--- config.mk ---
export PLATFORM = sky130hd
export DESIGN_NAME = ram_access_sequencer
export DESIGN_NICKNAME = d
export VERILOG_FILES = /design/src/rtl/mem_ctrl_pkg.sv /design/src/rtl/rr_arbiter2.sv /design/src/rtl/ram_access_sequencer.sv
export SDC_FILE = /design/constraint.sdc
export NUM_CORES = 1
export LEC_CHECK = 0
export ABC_CLOCK_PERIOD_IN_PS = 2100
export CAP_MARGIN = 20
export CORE_UTILIZATION = 51
export DETAILED_ROUTE_END_ITERATION = 12
export PLACE_DENSITY = 0.9
export SETUP_SLACK_MARGIN = 0.05
export SLEW_MARGIN = 20
export SYNTH_ARGS = -nofsm -noshare
export SYNTH_HDL_FRONTEND = slang
export SYNTH_HIERARCHICAL = 1
export SYNTH_SLANG_ARGS = --single-unit
--- constraint.sdc ---
create_clock -name clk -period 2.1 [get_ports clk]
set_input_delay 0.315 -clock clk [delete_from_list [all_inputs] [get_ports clk]]
set_output_delay 0.315 -clock clk [all_outputs]
set_load 0.01 [all_outputs]
--- src/rtl/mem_ctrl_pkg.sv ---
// Shared types and default sizes for the main-memory front-end controller.
package mem_ctrl_pkg;

  localparam int unsigned ADDR_W_DEF   = 8;
  localparam int unsigned DATA_W_DEF   = 4;
  localparam int unsigned WR_PULSE_DEF = 2;
  localparam int unsigned RD_CYC_DEF   = 1;

  typedef enum logic [2:0] {
    IDLE,
    SETUP,
    WPULSE,
    WHOLD,
    RD,
    ACK
  } state_e;

  typedef enum logic [1:0] {
    G_CPU,
    G_MAN,
    G_CLR
  } grant_src_e;

endpackage

--- src/rtl/rr_arbiter2.sv ---
// Two-requester round-robin arbiter; a tie goes to whichever side was not acked last.
module rr_arbiter2 (
  input  logic clk,
  input  logic rst_n,
  input  logic req_cpu_i,
  input  logic req_man_i,
  input  logic adv_i,
  input  logic adv_man_i,
  output logic gnt_cpu_o,
  output logic gnt_man_o
);

  logic last_man_q;

  // Remembers who completed last; reset marks CPU as last so the first tie goes to manual.
  always_ff @(posedge clk) begin
    if (!rst_n) begin
      last_man_q <= 1'b0;
    end else if (adv_i) begin
      last_man_q <= adv_man_i;
    end
  end

  // Grant choice is combinational; the sequencer samples it only in IDLE.
  always_comb begin
    gnt_man_o = req_man_i & (~req_cpu_i | ~last_man_q);
    gnt_cpu_o = req_cpu_i & ~gnt_man_o;
  end

endmodule

--- src/rtl/ram_access_sequencer.sv ---
// Sequences CPU, manual-panel and bulk-clear accesses onto the 256x4 main memory
// with setup/pulse/hold write framing and registered memory controls.
module ram_access_sequencer
  import mem_ctrl_pkg::*;
#(
  parameter int unsigned ADDR_W       = ADDR_W_DEF,
  parameter int unsigned DATA_W       = DATA_W_DEF,
  parameter int unsigned WR_PULSE_CYC = WR_PULSE_DEF,
  parameter int unsigned RD_CYC       = RD_CYC_DEF
) (
  input  logic              clk,
  input  logic              rst_n,
  input  logic              cpu_req,
  input  logic              cpu_we,
  input  logic [ADDR_W-1:0] cpu_addr,
  input  logic [DATA_W-1:0] cpu_wdata,
  output logic              cpu_ack,
  output logic [DATA_W-1:0] cpu_rdata,
  input  logic              man_req,
  input  logic [ADDR_W-1:0] man_addr,
  input  logic [DATA_W-1:0] man_data,
  output logic              man_ack,
  input  logic              clr_req,
  output logic              clr_busy,
  output logic              clr_done,
  output logic [ADDR_W-1:0] mem_address,
  output logic              mem_w_enable,
  output logic              mem_r_enable,
  output logic              mem_manual_mode,
  output logic [DATA_W-1:0] mem_wdata,
  output logic              mem_wdata_oe,
  input  logic [DATA_W-1:0] mem_rdata
);

  localparam int unsigned CNT_MAX = (WR_PULSE_CYC > RD_CYC) ? WR_PULSE_CYC : RD_CYC;
  localparam int unsigned CNT_W   = $clog2(CNT_MAX + 1);

  state_e            state_q, state_d;
  grant_src_e        src_q, src_d;
  logic              we_q, we_d;
  logic [ADDR_W-1:0] addr_q, addr_d;
  logic [DATA_W-1:0] data_q, data_d;
  logic [CNT_W-1:0]  pcnt_q, pcnt_d;
  logic [ADDR_W-1:0] clr_cnt_q, clr_cnt_d;
  logic              clr_armed_q, clr_armed_d;

  logic              cpu_ack_q, cpu_ack_d;
  logic [DATA_W-1:0] rdata_q, rdata_d;
  logic              man_ack_q, man_ack_d;
  logic              busy_q, busy_d;
  logic              done_q, done_d;
  logic [ADDR_W-1:0] maddr_q, maddr_d;
  logic              wen_q, wen_d;
  logic              ren_q, ren_d;
  logic              mman_q, mman_d;
  logic [DATA_W-1:0] mwdata_q, mwdata_d;
  logic              moe_q, moe_d;

  logic gnt_cpu_c, gnt_man_c, adv_c;

  assign adv_c = (state_q == ACK) && (src_q != G_CLR);

  rr_arbiter2 u_arb (
    .clk       (clk),
    .rst_n     (rst_n),
    .req_cpu_i (cpu_req),
    .req_man_i (man_req),
    .adv_i     (adv_c),
    .adv_man_i (src_q == G_MAN),
    .gnt_cpu_o (gnt_cpu_c),
    .gnt_man_o (gnt_man_c)
  );

  // Next-state and next-output logic; every memory control is computed for the coming cycle.
  always_comb begin
    state_d     = state_q;
    src_d       = src_q;
    we_d        = we_q;
    addr_d      = addr_q;
    data_d      = data_q;
    pcnt_d      = pcnt_q;
    clr_cnt_d   = clr_cnt_q;
    clr_armed_d = clr_armed_q | ~clr_req;
    cpu_ack_d   = 1'b0;
    man_ack_d   = 1'b0;
    done_d      = 1'b0;
    rdata_d     = rdata_q;
    busy_d      = busy_q;
    maddr_d     = maddr_q;
    wen_d       = 1'b0;
    ren_d       = 1'b0;
    mman_d      = mman_q;
    mwdata_d    = mwdata_q;
    moe_d       = moe_q;

    unique case (state_q)
      IDLE: begin
        mman_d   = 1'b0;
        moe_d    = 1'b0;
        mwdata_d = '0;
        if (clr_req && clr_armed_q) begin
          src_d       = G_CLR;
          we_d        = 1'b1;
          addr_d      = '0;
          data_d      = '0;
          clr_cnt_d   = '0;
          clr_armed_d = 1'b0;
          busy_d      = 1'b1;
          state_d     = SETUP;
        end else if (gnt_cpu_c) begin
          src_d   = G_CPU;
          we_d    = cpu_we;
          addr_d  = cpu_addr;
          data_d  = cpu_wdata;
          state_d = SETUP;
        end else if (gnt_man_c) begin
          src_d   = G_MAN;
          we_d    = 1'b1;
          addr_d  = man_addr;
          data_d  = man_data;
          state_d = SETUP;
        end
        if (state_d == SETUP) begin
          maddr_d  = addr_d;
          moe_d    = we_d;
          mwdata_d = we_d ? data_d : '0;
          mman_d   = (src_d == G_MAN);
        end
      end
      SETUP: begin
        pcnt_d = '0;
        if (we_q) begin
          wen_d   = 1'b1;
          state_d = WPULSE;
        end else begin
          ren_d   = 1'b1;
          state_d = RD;
        end
      end
      WPULSE: begin
        if (pcnt_q == CNT_W'(WR_PULSE_CYC - 1)) begin
          state_d = WHOLD;
        end else begin
          pcnt_d = pcnt_q + CNT_W'(1);
          wen_d  = 1'b1;
        end
      end
      WHOLD: begin
        state_d  = ACK;
        moe_d    = 1'b0;
        mwdata_d = '0;
        if (src_q == G_CLR) begin
          clr_cnt_d = clr_cnt_q + ADDR_W'(1);
        end else if (src_q == G_CPU) begin
          cpu_ack_d = 1'b1;
        end else begin
          man_ack_d = 1'b1;
        end
      end
      RD: begin
        if (pcnt_q == CNT_W'(RD_CYC - 1)) begin
          state_d   = ACK;
          rdata_d   = mem_rdata;
          cpu_ack_d = 1'b1;
        end else begin
          pcnt_d = pcnt_q + CNT_W'(1);
          ren_d  = 1'b1;
        end
      end
      ACK: begin
        // A wrapped clear counter marks the end of the sweep.
        if ((src_q == G_CLR) && (clr_cnt_q != '0)) begin
          addr_d   = clr_cnt_q;
          maddr_d  = clr_cnt_q;
          moe_d    = 1'b1;
          mwdata_d = '0;
          state_d  = SETUP;
        end else begin
          mman_d  = 1'b0;
          state_d = IDLE;
          if (src_q == G_CLR) begin
            busy_d = 1'b0;
            done_d = 1'b1;
          end
        end
      end
      default: state_d = IDLE;
    endcase
  end

  // State, latched request and registered outputs; reset aborts any access in flight.
  always_ff @(posedge clk) begin
    if (!rst_n) begin
      state_q     <= IDLE;
      src_q       <= G_CPU;
      we_q        <= 1'b0;
      addr_q      <= '0;
      data_q      <= '0;
      pcnt_q      <= '0;
      clr_cnt_q   <= '0;
      clr_armed_q <= 1'b1;
      cpu_ack_q   <= 1'b0;
      rdata_q     <= '0;
      man_ack_q   <= 1'b0;
      busy_q      <= 1'b0;
      done_q      <= 1'b0;
      maddr_q     <= '0;
      wen_q       <= 1'b0;
      ren_q       <= 1'b0;
      mman_q      <= 1'b0;
      mwdata_q    <= '0;
      moe_q       <= 1'b0;
    end else begin
      state_q     <= state_d;
      src_q       <= src_d;
      we_q        <= we_d;
      addr_q      <= addr_d;
      data_q      <= data_d;
      pcnt_q      <= pcnt_d;
      clr_cnt_q   <= clr_cnt_d;
      clr_armed_q <= clr_armed_d;
      cpu_ack_q   <= cpu_ack_d;
      rdata_q     <= rdata_d;
      man_ack_q   <= man_ack_d;
      busy_q      <= busy_d;
      done_q      <= done_d;
      maddr_q     <= maddr_d;
      wen_q       <= wen_d;
      ren_q       <= ren_d;
      mman_q      <= mman_d;
      mwdata_q    <= mwdata_d;
      moe_q       <= moe_d;
    end
  end

  assign cpu_ack         = cpu_ack_q;
  assign cpu_rdata       = rdata_q;
  assign man_ack         = man_ack_q;
  assign clr_busy        = busy_q;
  assign clr_done        = done_q;
  assign mem_address     = maddr_q;
  assign mem_w_enable    = wen_q;
  assign mem_r_enable    = ren_q;
  assign mem_manual_mode = mman_q;
  assign mem_wdata       = mwdata_q;
  assign mem_wdata_oe    = moe_q;

endmodule

[After elaboration in Yosys (flattened, before gate mapping)]
Cells that the tools add are included.
Storage, ports and cells
  output and inout bits: 24
  bits in latches: 0
  input port bits: 34
  memory bits (writable): 0
  memory bits (read-only): 0
  memories kept: 0
  logic and storage cells: 137
  register bits after elaboration: 54
Operators by class
  $lt $le $gt $ge: 0
  mux-type cells: 61
  bitwise operators: 11
  div/mod/pow operators: 0
  multiply operators: 0
  reduce and logical (&&, ||, !) cells: 22
  add/sub/neg operators: 2
  shift-type cells: 0
  equality and inequality tests: 21
Operator list (number)
  2-to-1 mux 8 bit: 7
  case mux 8 bit (2 select lines): 3
  2-to-1 mux 4 bit: 6
  2-to-1 mux 1 bit: 23
  2-to-1 mux 3 bit: 7
  != test 2 bit (second input constant): 9
  case mux 3 bit (6 select lines): 1
  2-to-1 mux 2 bit: 6
  case mux 4 bit (3 select lines): 1
  case mux 1 bit (2 select lines): 5
  AND reduction 2 bit: 5
  AND reduction 3 bit: 3
  adder 8 x 1 -> 8 bit (second input constant): 1
  nonzero test 8 bit: 1
  inverter 1 bit: 7
  equality test 2 x 1 -> 1 bit (second input constant): 3
  equality test 3 x 1 -> 1 bit (second input constant): 2
  equality test 3 x 2 -> 1 bit (second input constant): 2
  equality test 3 bit (second input constant): 2
  case mux 2 bit (3 select lines): 1
  nonzero test 3 bit: 2
  OR reduction 3 bit: 2
  zero test 2 bit: 2
  != test 2 x 1 -> 1 bit (second input constant): 2
  other kinds (9): 14

[Logic depth before layout (Yosys ltp)]
Gate-level depths: netlist of run 1.
  depth in word-level cells: 11
  depth in mapped cells: 9
  mapped depth without buffers: 7

[Cells and area by module]
Netlist of run 1, hierarchy kept.
By module, submodules not included
  ram_access_sequencer: instances 1, area each 2648.8 µm², sequential area each 1061.0 µm², cells each 304
  rr_arbiter2: instances 1, area each 55.1 µm², sequential area each 20.0 µm², cells each 6

[Worst setup path after synthesis of run 1]
OpenSTA, ideal clock, no wires.
  path type: flip-flop to flip-flop
  start: register clr_cnt_q[0]
  end: register maddr_q[0] (netlist: mem_address[0])
  setup time: 0.116 ns
  required time: 1.984 ns
  arrival time: 1.765 ns
  stages on the path, launching flop included: 8
  buffers on the path: 1
  slack: 0.219 ns
  period minus slack after synthesis: 1.881 ns
  cell sequence: dfxtp_1 > inv_1 > ha_1 > or4b_4 > o211ai_4 > mux2i_2 > buf_6 > o211a_1
On the way
  cells in the longest elaborated chain, start to end: 4
  elaborated cells between the ends (all ways): 6
  classes of those cells: 1 x eq/ne; 2 x mux; 3 x reduce/logical
RTL lines
  from (decl): line ram_access_sequencer.sv:44  | logic [ADDR_W-1:0] clr_cnt_q, clr_cnt_d;
  from (signal assigned): line ram_access_sequencer.sv:220  | clr_cnt_q <= clr_cnt_d;
  nonzero test 8 bit: line ram_access_sequencer.sv:172  | if ((src_q == G_CLR) && (clr_cnt_q != '0)) begin
  logical AND 1 bit: line ram_access_sequencer.sv:172
  != test 2 x 1 -> 1 bit (no line)
  AND reduction 3 bit (no line)
  to (signal assigned): line ram_access_sequencer.sv:227  | maddr_q <= maddr_d;
  to (decl): line ram_access_sequencer.sv:52  | logic [ADDR_W-1:0] maddr_q, maddr_d;
Several ways; a longest one is shown, not always the timed one. The select of a mux whose other input is x is not followed.
A chain may end at the register's enable or synchronous reset.

[Final worst setup path of run 1]
  start: register clr_cnt_q[1]
  end: register addr_q[1]
On the way
  cells in the longest elaborated chain, start to end: 4
  elaborated cells between the ends (all ways): 6
  classes of those cells: 1 x eq/ne; 2 x mux; 3 x reduce/logical
RTL lines
  nonzero test 8 bit: line ram_access_sequencer.sv:172
  logical AND 1 bit: line ram_access_sequencer.sv:172
  != test 2 x 1 -> 1 bit (no line)
  AND reduction 2 bit (no line)
  to (signal assigned): line ram_access_sequencer.sv:217  | addr_q <= addr_d;
  to (decl): line ram_access_sequencer.sv:41  | logic [ADDR_W-1:0] addr_q, addr_d;
Several ways; a longest one is shown, not always the timed one. The select of a mux whose other input is x is not followed.

==> results.sh, run 1 <==
export IMPL_synth_edf_count=0
export IMPL_antenna_found_initial=0
export IMPL_cp_slowest_stage_delay_ps=470
export IMPL_crit_fanout=16
export IMPL_viasPerCell=5.55
export IMPL_fin_skew_ps=8.44
export IMPL_place_congestion=0.883
export IMPL_cp_depth=7
export IMPL_setup_slack_ps=178
export IMPL_seq_area_frac_synth_pct=40.0
export IMPL_insertion_delay_ps=310
export IMPL_critical_path_cell_chain="inv_1 -> ha_1 -> or4b_4 -> o211ai_4 -> buf_4 -> nand2_4 -> o211a_1"
export IMPL_ctsHoldBuffers=0
export IMPL_period_minus_slack_ps=1920
export IMPL_place_ws_ps=-116
export IMPL_wl_per_cell_um=14.4
export IMPL_rows=26
export IMPL_drt_iter0_drc=127
export IMPL_htree_num_levels=2
export IMPL_gr_total_overflow=0
export IMPL_avgSynthCellArea_um2=8.72
export IMPL_timing_slew_headroom_pct=65.8
export IMPL_arrival_ps=2130
export IMPL_cts_tree="done"
export IMPL_synthTopCellsByCount="54 x dfxtp_1, 51 x nand2_1, 27 x nor2_1, 18 x mux2i_1, 17 x o211a_1"
export IMPL_vdd_drop_max_uv=474
export IMPL_syn_area_um2=2700
export IMPL_synth_seq_cells=54
export IMPL_drv_cap=0
export IMPL_dp_cells=434
export IMPL_dr_total_vias=2453
export IMPL_synth_nets=348
export IMPL_p_leak_nw=1.49
export IMPL_crit_buf_inv=2
export IMPL_die_area_um2=5600
export IMPL_die_x_um=74.8
export IMPL_ios=58
export IMPL_final_area_um2=3520
export IMPL_yosysTopAreaCell="dfxtp_1"
export IMPL_finalSetupViolations=0
export IMPL_grt_pass1_wl_um=10200
export IMPL_end_kind="flip-flop"
export IMPL_place_port_buffers=57
export IMPL_wirelength_um=6350
export IMPL_powerDensity_nw_per_um2=757
export IMPL_placed_area_um2=3430
export IMPL_core_um2=5110
export IMPL_area_growth_pct=30.2
export IMPL_worst_path_max_delay_cell="or4b_4"
export IMPL_ant_nets=0
export IMPL_drcViolationCount=0
export IMPL_track_usage_pct=23.8
export IMPL_synthCells=310
export IMPL_antennaDiodeCount=0
export IMPL_fmax_ghz=0.520
export IMPL_worstSetupPathType="flip-flop to flip-flop"
export IMPL_clk_pin_slew_worst_paths_ps=90
export IMPL_outcome="completed"
export IMPL_synth_ff_type="dfxtp_1"
export IMPL_yosysMostFrequentCell="dfxtp_1"
export IMPL_drive_gt1_share_pct=10.5
export IMPL_fin_setup_tns_ps=0
export IMPL_min_from="data_q[3]"
export IMPL_grt_setup_unrepaired="no"
export IMPL_cts_buffers=5
export IMPL_initial_utilization_pct=52.9
export IMPL_netlist_top_cells_area="dfxtp_1 40%, nand2_1 7.1%, mux2i_1 6.7%"
export IMPL_grt_pass1_vias=2305
export IMPL_tightest_slew_ps=511
export IMPL_grt_max_degree=35
export IMPL_clkSinkCount=54
export IMPL_yosys_warnings=6
export IMPL_power_w=0.00267
export IMPL_critPathTopFamily="simple AND/OR/NAND/NOR gates"
export IMPL_worstSetupStartpoint="clr_cnt_q[1]"
export IMPL_finalNonFillerCells=442
export IMPL_ys_async_sr_fraction_pct=0
export IMPL_first_pass_iters=4
export IMPL_slew_viol_final=0
export IMPL_hold_path_depth=2
export IMPL_cts_path_max_buffers=2
export IMPL_ff2ff_path_depth=7
export IMPL_clk_root_buffer_cell="clkbuf_8"
export IMPL_dpl_hpwl_um=4650
export IMPL_netlist_area_leader_share_pct=40.0
export IMPL_fin_crit_sh_pct=91.5
export IMPL_die_h_um=74.8
export IMPL_final_nets=410
export IMPL_synthDistinctLibCells=48
export IMPL_worst_setup_path_start_kind="flip-flop"
export IMPL_cp_required_ps=2300
export IMPL_r2r_start="clr_cnt_q[1]"
export IMPL_min_path_type="flip-flop to flip-flop"
export IMPL_hold_viol=0
## cell type report
cell class	instances	area (um^2)
fillers	405	1590
multi-input cells	229	1520
inverters	7	26.3
repair buffers	75	731
flip-flops and latches	54	1080
clock buffers	7	76.3
well taps	70	87.6
## logic make-up (layout without fill, tap and decap cells)
group	after synthesis	after routing	synth area share (%)
flip-flops	54	54	40.0
adder cells (fa/ha/maj)	4	4	1.85
buffers and inverters	27	89	4.21
multiplexers	26	26	10.1
AND/OR/NAND/NOR	128	128	23.4
AO/OA/AOI/OAI	64	64	18.2
XOR/XNOR	7	7	2.27
## flip-flops by register name (all words and copies together), names as in the netlist, 2 cells and up
name	cells
addr_q	8
clr_cnt_q	8
mem_address	8
src_q	2
data_q	4
state_q	3
cpu_rdata	4
pcnt_q	2
mem_wdata	4
## routing by layer
metal / GRT usage [%] / part of all wire, % / up-vias
met2: 41.9 / 49 / 75
met5: 0 / 0 / -
met4: 7.13 / 0.98 / 0
li1: - / - / 1207
met3: 4.82 / 5.0 / 7
met1: 29.4 / 45 / 1164
## report_power, final
part	switching, W	internal, W	leakage, nW
Combinational	0.000425	0.000446	1.01
Sequential	0.0000921	0.00115	0.442
Clock	0.000322	0.000231	0.0383
## path summary, 6_finish.rpt
kind | endpoint | slack [ps]
max | addr_q[1] | 180
min | data_q[3] | 480
max reg2reg | addr_q[1] | 180
min reg2reg | data_q[3] | 480
## placed cells by master (no fill, tap or decap), types with 3 or more instances in the layout
| master | n |
|---|---|
| a21boi_0 | 5 |
| a21oi_1 | 10 |
| a22oi_1 | 5 |
| buf_4 | 16 |
| clkbuf_8 | 5 |
| clkdlybuf4s50_1 | 57 |
| dfxtp_1 | 54 |
| ha_1 | 4 |
| inv_1 | 7 |
| mux2_2 | 7 |
| mux2i_1 | 18 |
| nand2_1 | 51 |
| nand2b_1 | 4 |
| nand4_1 | 5 |
| nor2_1 | 27 |
| nor2b_1 | 15 |
| nor3_1 | 4 |
| nor3b_1 | 3 |
| o211a_1 | 17 |
| o21ai_0 | 10 |
| o22ai_1 | 4 |
| o31a_1 | 3 |
| xor2_1 | 6 |
## stage by stage
stage	utilization (%)	hold WS, ps
after floorplan	-	387
after global placement	67.2	451
after detailed placement	67.2	465
after CTS	68.7	478
after global routing	68.9	493
final	68.9	476
## worst min-delay path, delay by kind of cell, from the launching register on
family | cells | cell delay, ps
flops | 1 | 320
simple gates | 1 | 50
compound gates | 1 | 70
## timing repair
action / 4_1_cts / 5_1_grt
gates resized for setup: 0 / 1
endpoints found under the setup margin: 0 / 9
buffers inserted: 0 / 1
Note: power is estimated with default switching activity, not from simulation.
==> run 2: changes to the inputs <==
- CELL_PAD_IN_SITES_DETAIL_PLACEMENT: default -> 0
- CELL_PAD_IN_SITES_GLOBAL_PLACEMENT: default -> 1
- CORE_UTILIZATION: 51 -> 38
==> run 2 against run 1 <==
Against the previous run:
- setup slack worse by 25 ps
- non-clock buffer count up 3
- critical path depth unchanged
- largest cell class unchanged
==> results.sh, run 2 (same netlist as run 1, synthesis figures left out) <==
export IMPL_ff2ff_path_depth=7
export IMPL_r2r_end="mem_address[7]"
export IMPL_min_from="data_q[2]"
export IMPL_grt_pass1_wl_um=10500
export IMPL_worst_setup_path_start_kind="flip-flop"
export IMPL_track_usage_pct=17.9
export IMPL_internal_power_w=0.00187
export IMPL_r2r_start="clr_cnt_q[1]"
export IMPL_drcViolationCount=0
export IMPL_fillers=672
export IMPL_drive_gt1_share_pct=12.5
export IMPL_insertion_delay_ps=310
export IMPL_ios=58
export IMPL_timing_slew_headroom_pct=65.4
export IMPL_clk_pin_slew_worst_paths_ps=90
export IMPL_first_pass_iters=4
export IMPL_p_leak_nw=1.53
export IMPL_grt_setup_unrepaired="no"
export IMPL_cts_tree="done"
export IMPL_die_x_um=86.4
export IMPL_tightest_slew_ps=516
export IMPL_clkSinkCount=54
export IMPL_core_um2=6830
export IMPL_cts_path_max_buffers=2
export IMPL_clk_root_buffer_cell="clkbuf_8"
export IMPL_power_share_switching_pct=31.4
export IMPL_htree_num_levels=2
export IMPL_pwr_share_seq_pct=45.1
export IMPL_ant_nets=0
export IMPL_cp_required_ps=2310
export IMPL_antennaDiodeCount=0
export IMPL_hold_path_depth=2
export IMPL_cts_buffers=5
export IMPL_power_switching_w=0.000856
export IMPL_period_minus_slack_ps=1950
export IMPL_fin_skew_ps=6.01
export IMPL_powerDensity_nw_per_um2=749
export IMPL_wirelength_um=6500
export IMPL_die_h_um=86.4
export IMPL_slew_viol_final=0
export IMPL_finalSetupViolations=0
export IMPL_min_to="data_q[2]"
export IMPL_final_cell_mix="57 x clkdlybuf4s50_1, 54 x dfxtp_1, 50 x nand2_1, 27 x nor2_1"
export IMPL_wl_per_cell_um=13.7
export IMPL_place_port_buffers=57
export IMPL_final_util_pct=53.3
export IMPL_clockPowerShare_pct=21.9
export IMPL_worstSetupPathType="flip-flop to flip-flop"
export IMPL_critical_path_cell_chain="inv_1 -> ha_1 -> or4b_4 -> o211ai_4 -> buf_12 -> mux2i_2 -> o211a_1"
export IMPL_die_area_um2=7460
export IMPL_area_growth_pct=34.6
export IMPL_antenna_found_initial=0
export IMPL_gr_total_overflow=0
export IMPL_worst_path_max_delay_cell="or4b_4"
export IMPL_grt_max_degree=40
export IMPL_end_kind="flip-flop"
export IMPL_crit_fanout=8
export IMPL_place_ws_ps=-295
export IMPL_outcome="completed"
export IMPL_final_nets=414
export IMPL_hold_viol=0
export IMPL_mostFrequentLayoutCell="clkdlybuf4s50_1"
export IMPL_setup_slack_ps=153
export IMPL_dpl_hpwl_um=4690
export IMPL_vdd_drop_max_uv=348
export IMPL_cp_slowest_stage_delay_ps=490
export IMPL_rrSetupSlack_ps=150
export IMPL_initial_utilization_pct=39.6
export IMPL_hold_ws_ps=475
export IMPL_viasPerCell=5.09
export IMPL_place_congestion=0.780
export IMPL_dr_total_vias=2409
export IMPL_fmax_ghz=0.514
export IMPL_rows=30
export IMPL_drv_cap=0
export IMPL_arrival_ps=2160
export IMPL_drt_iter0_drc=100
export IMPL_min_path_type="flip-flop to flip-flop"
export IMPL_grt_pass1_vias=2212
export IMPL_fin_crit_sh_pct=92.7
export IMPL_p_comb_share_pct=33.0
run 2: changes by cell type in the layout (fill, tap and decap cells not counted), sizes merged:
| cell | change |
|---|---|
| mux2i | +1 |
| clkinv | +1 |
| buf | +3 |
run 2: final cells by class:
type	instances	area, um^2	area share, %
Clock buffer	7	86.3	2.37
Timing Repair Buffer	78	766	21.0
Multi-Input combinational cell	230	1560	42.7
Tap cell	96	120	3.30
Inverter	7	26.3	0.722
Clock inverter	1	5.00	0.138
Sequential cell	54	1080	29.7
run 2: what timing repair did:
item	4_1_cts	5_1_grt
endpoints found under the hold margin	0	0
cloned	0	1
setup buffers	0	1
endpoints found under the setup margin	11	22
pin swaps	0	1
hold buffers	0	0
resized for setup	2	3
run 2: power groups by stage:
stage	Clock (W)	Combinational, W	Sequential (W)
2_1_floorplan	0	0.000513	0.00126
3_3_place_gp	0	0.000848	0.00125
3_5_place_dp	0	0.000871	0.00125
4_1_cts	0.000615	0.000885	0.00123
5_1_grt	0.000656	0.000989	0.00125
6_report	0.000596	0.000901	0.00123
run 2: worst max-delay path: cells and delay by family, from the launching register on:
kind            cells  cell delay (ps)
mux                 1              140
compound gates      2              460
buf+inv             2              250
flops               1              370
simple gates        1              490
fa+ha+maj           1              140
run 2: worst max-delay path by stage:
| stage | end | from | cells after the start | slack (ps) |
|---|---|---|---|---|
| 6_report | mem_address[7] | clr_cnt_q[1] | 7 | 150 |
| 5_1_grt | mem_address[1] | clr_cnt_q[1] | 7 | 50 |
| 4_1_cts | mem_address[7] | clr_cnt_q[1] | 6 | 50 |
| 3_5_place_dp | mem_address[7] | man_req | 7 | -290 |
| 3_3_place_gp | mem_address[3] | man_req | 7 | -150 |
| 2_1_floorplan | mem_address[0] | clr_cnt_q[0] | 7 | 220 |
run 2: layer usage:
| metal | part of all wire [%] | track usage, % | routed length [um] |
|---|---|---|---|
| met5 | 0 | 0 | 0 |
| met4 | 1.2 | 6.97 | 81 |
| met3 | 3.3 | 2.10 | 214 |
| met2 | 46 | 28.6 | 3000 |
| met1 | 49 | 24.7 | 3210 |
run 2: through the flow:
step | total power, W | TNS (ps) | cells | area [um^2]
2_1_floorplan | 0.00178 | 0 | 310 | 2700
3_3_place_gp | 0.00210 | -1670 | 463 | 3490
3_5_place_dp | 0.00212 | -2950 | 463 | 3490
4_1_cts | 0.00273 | 0 | 471 | 3590
5_1_grt | 0.00289 | 0 | 473 | 3640
6_report | 0.00273 | 0 | 473 | 3640
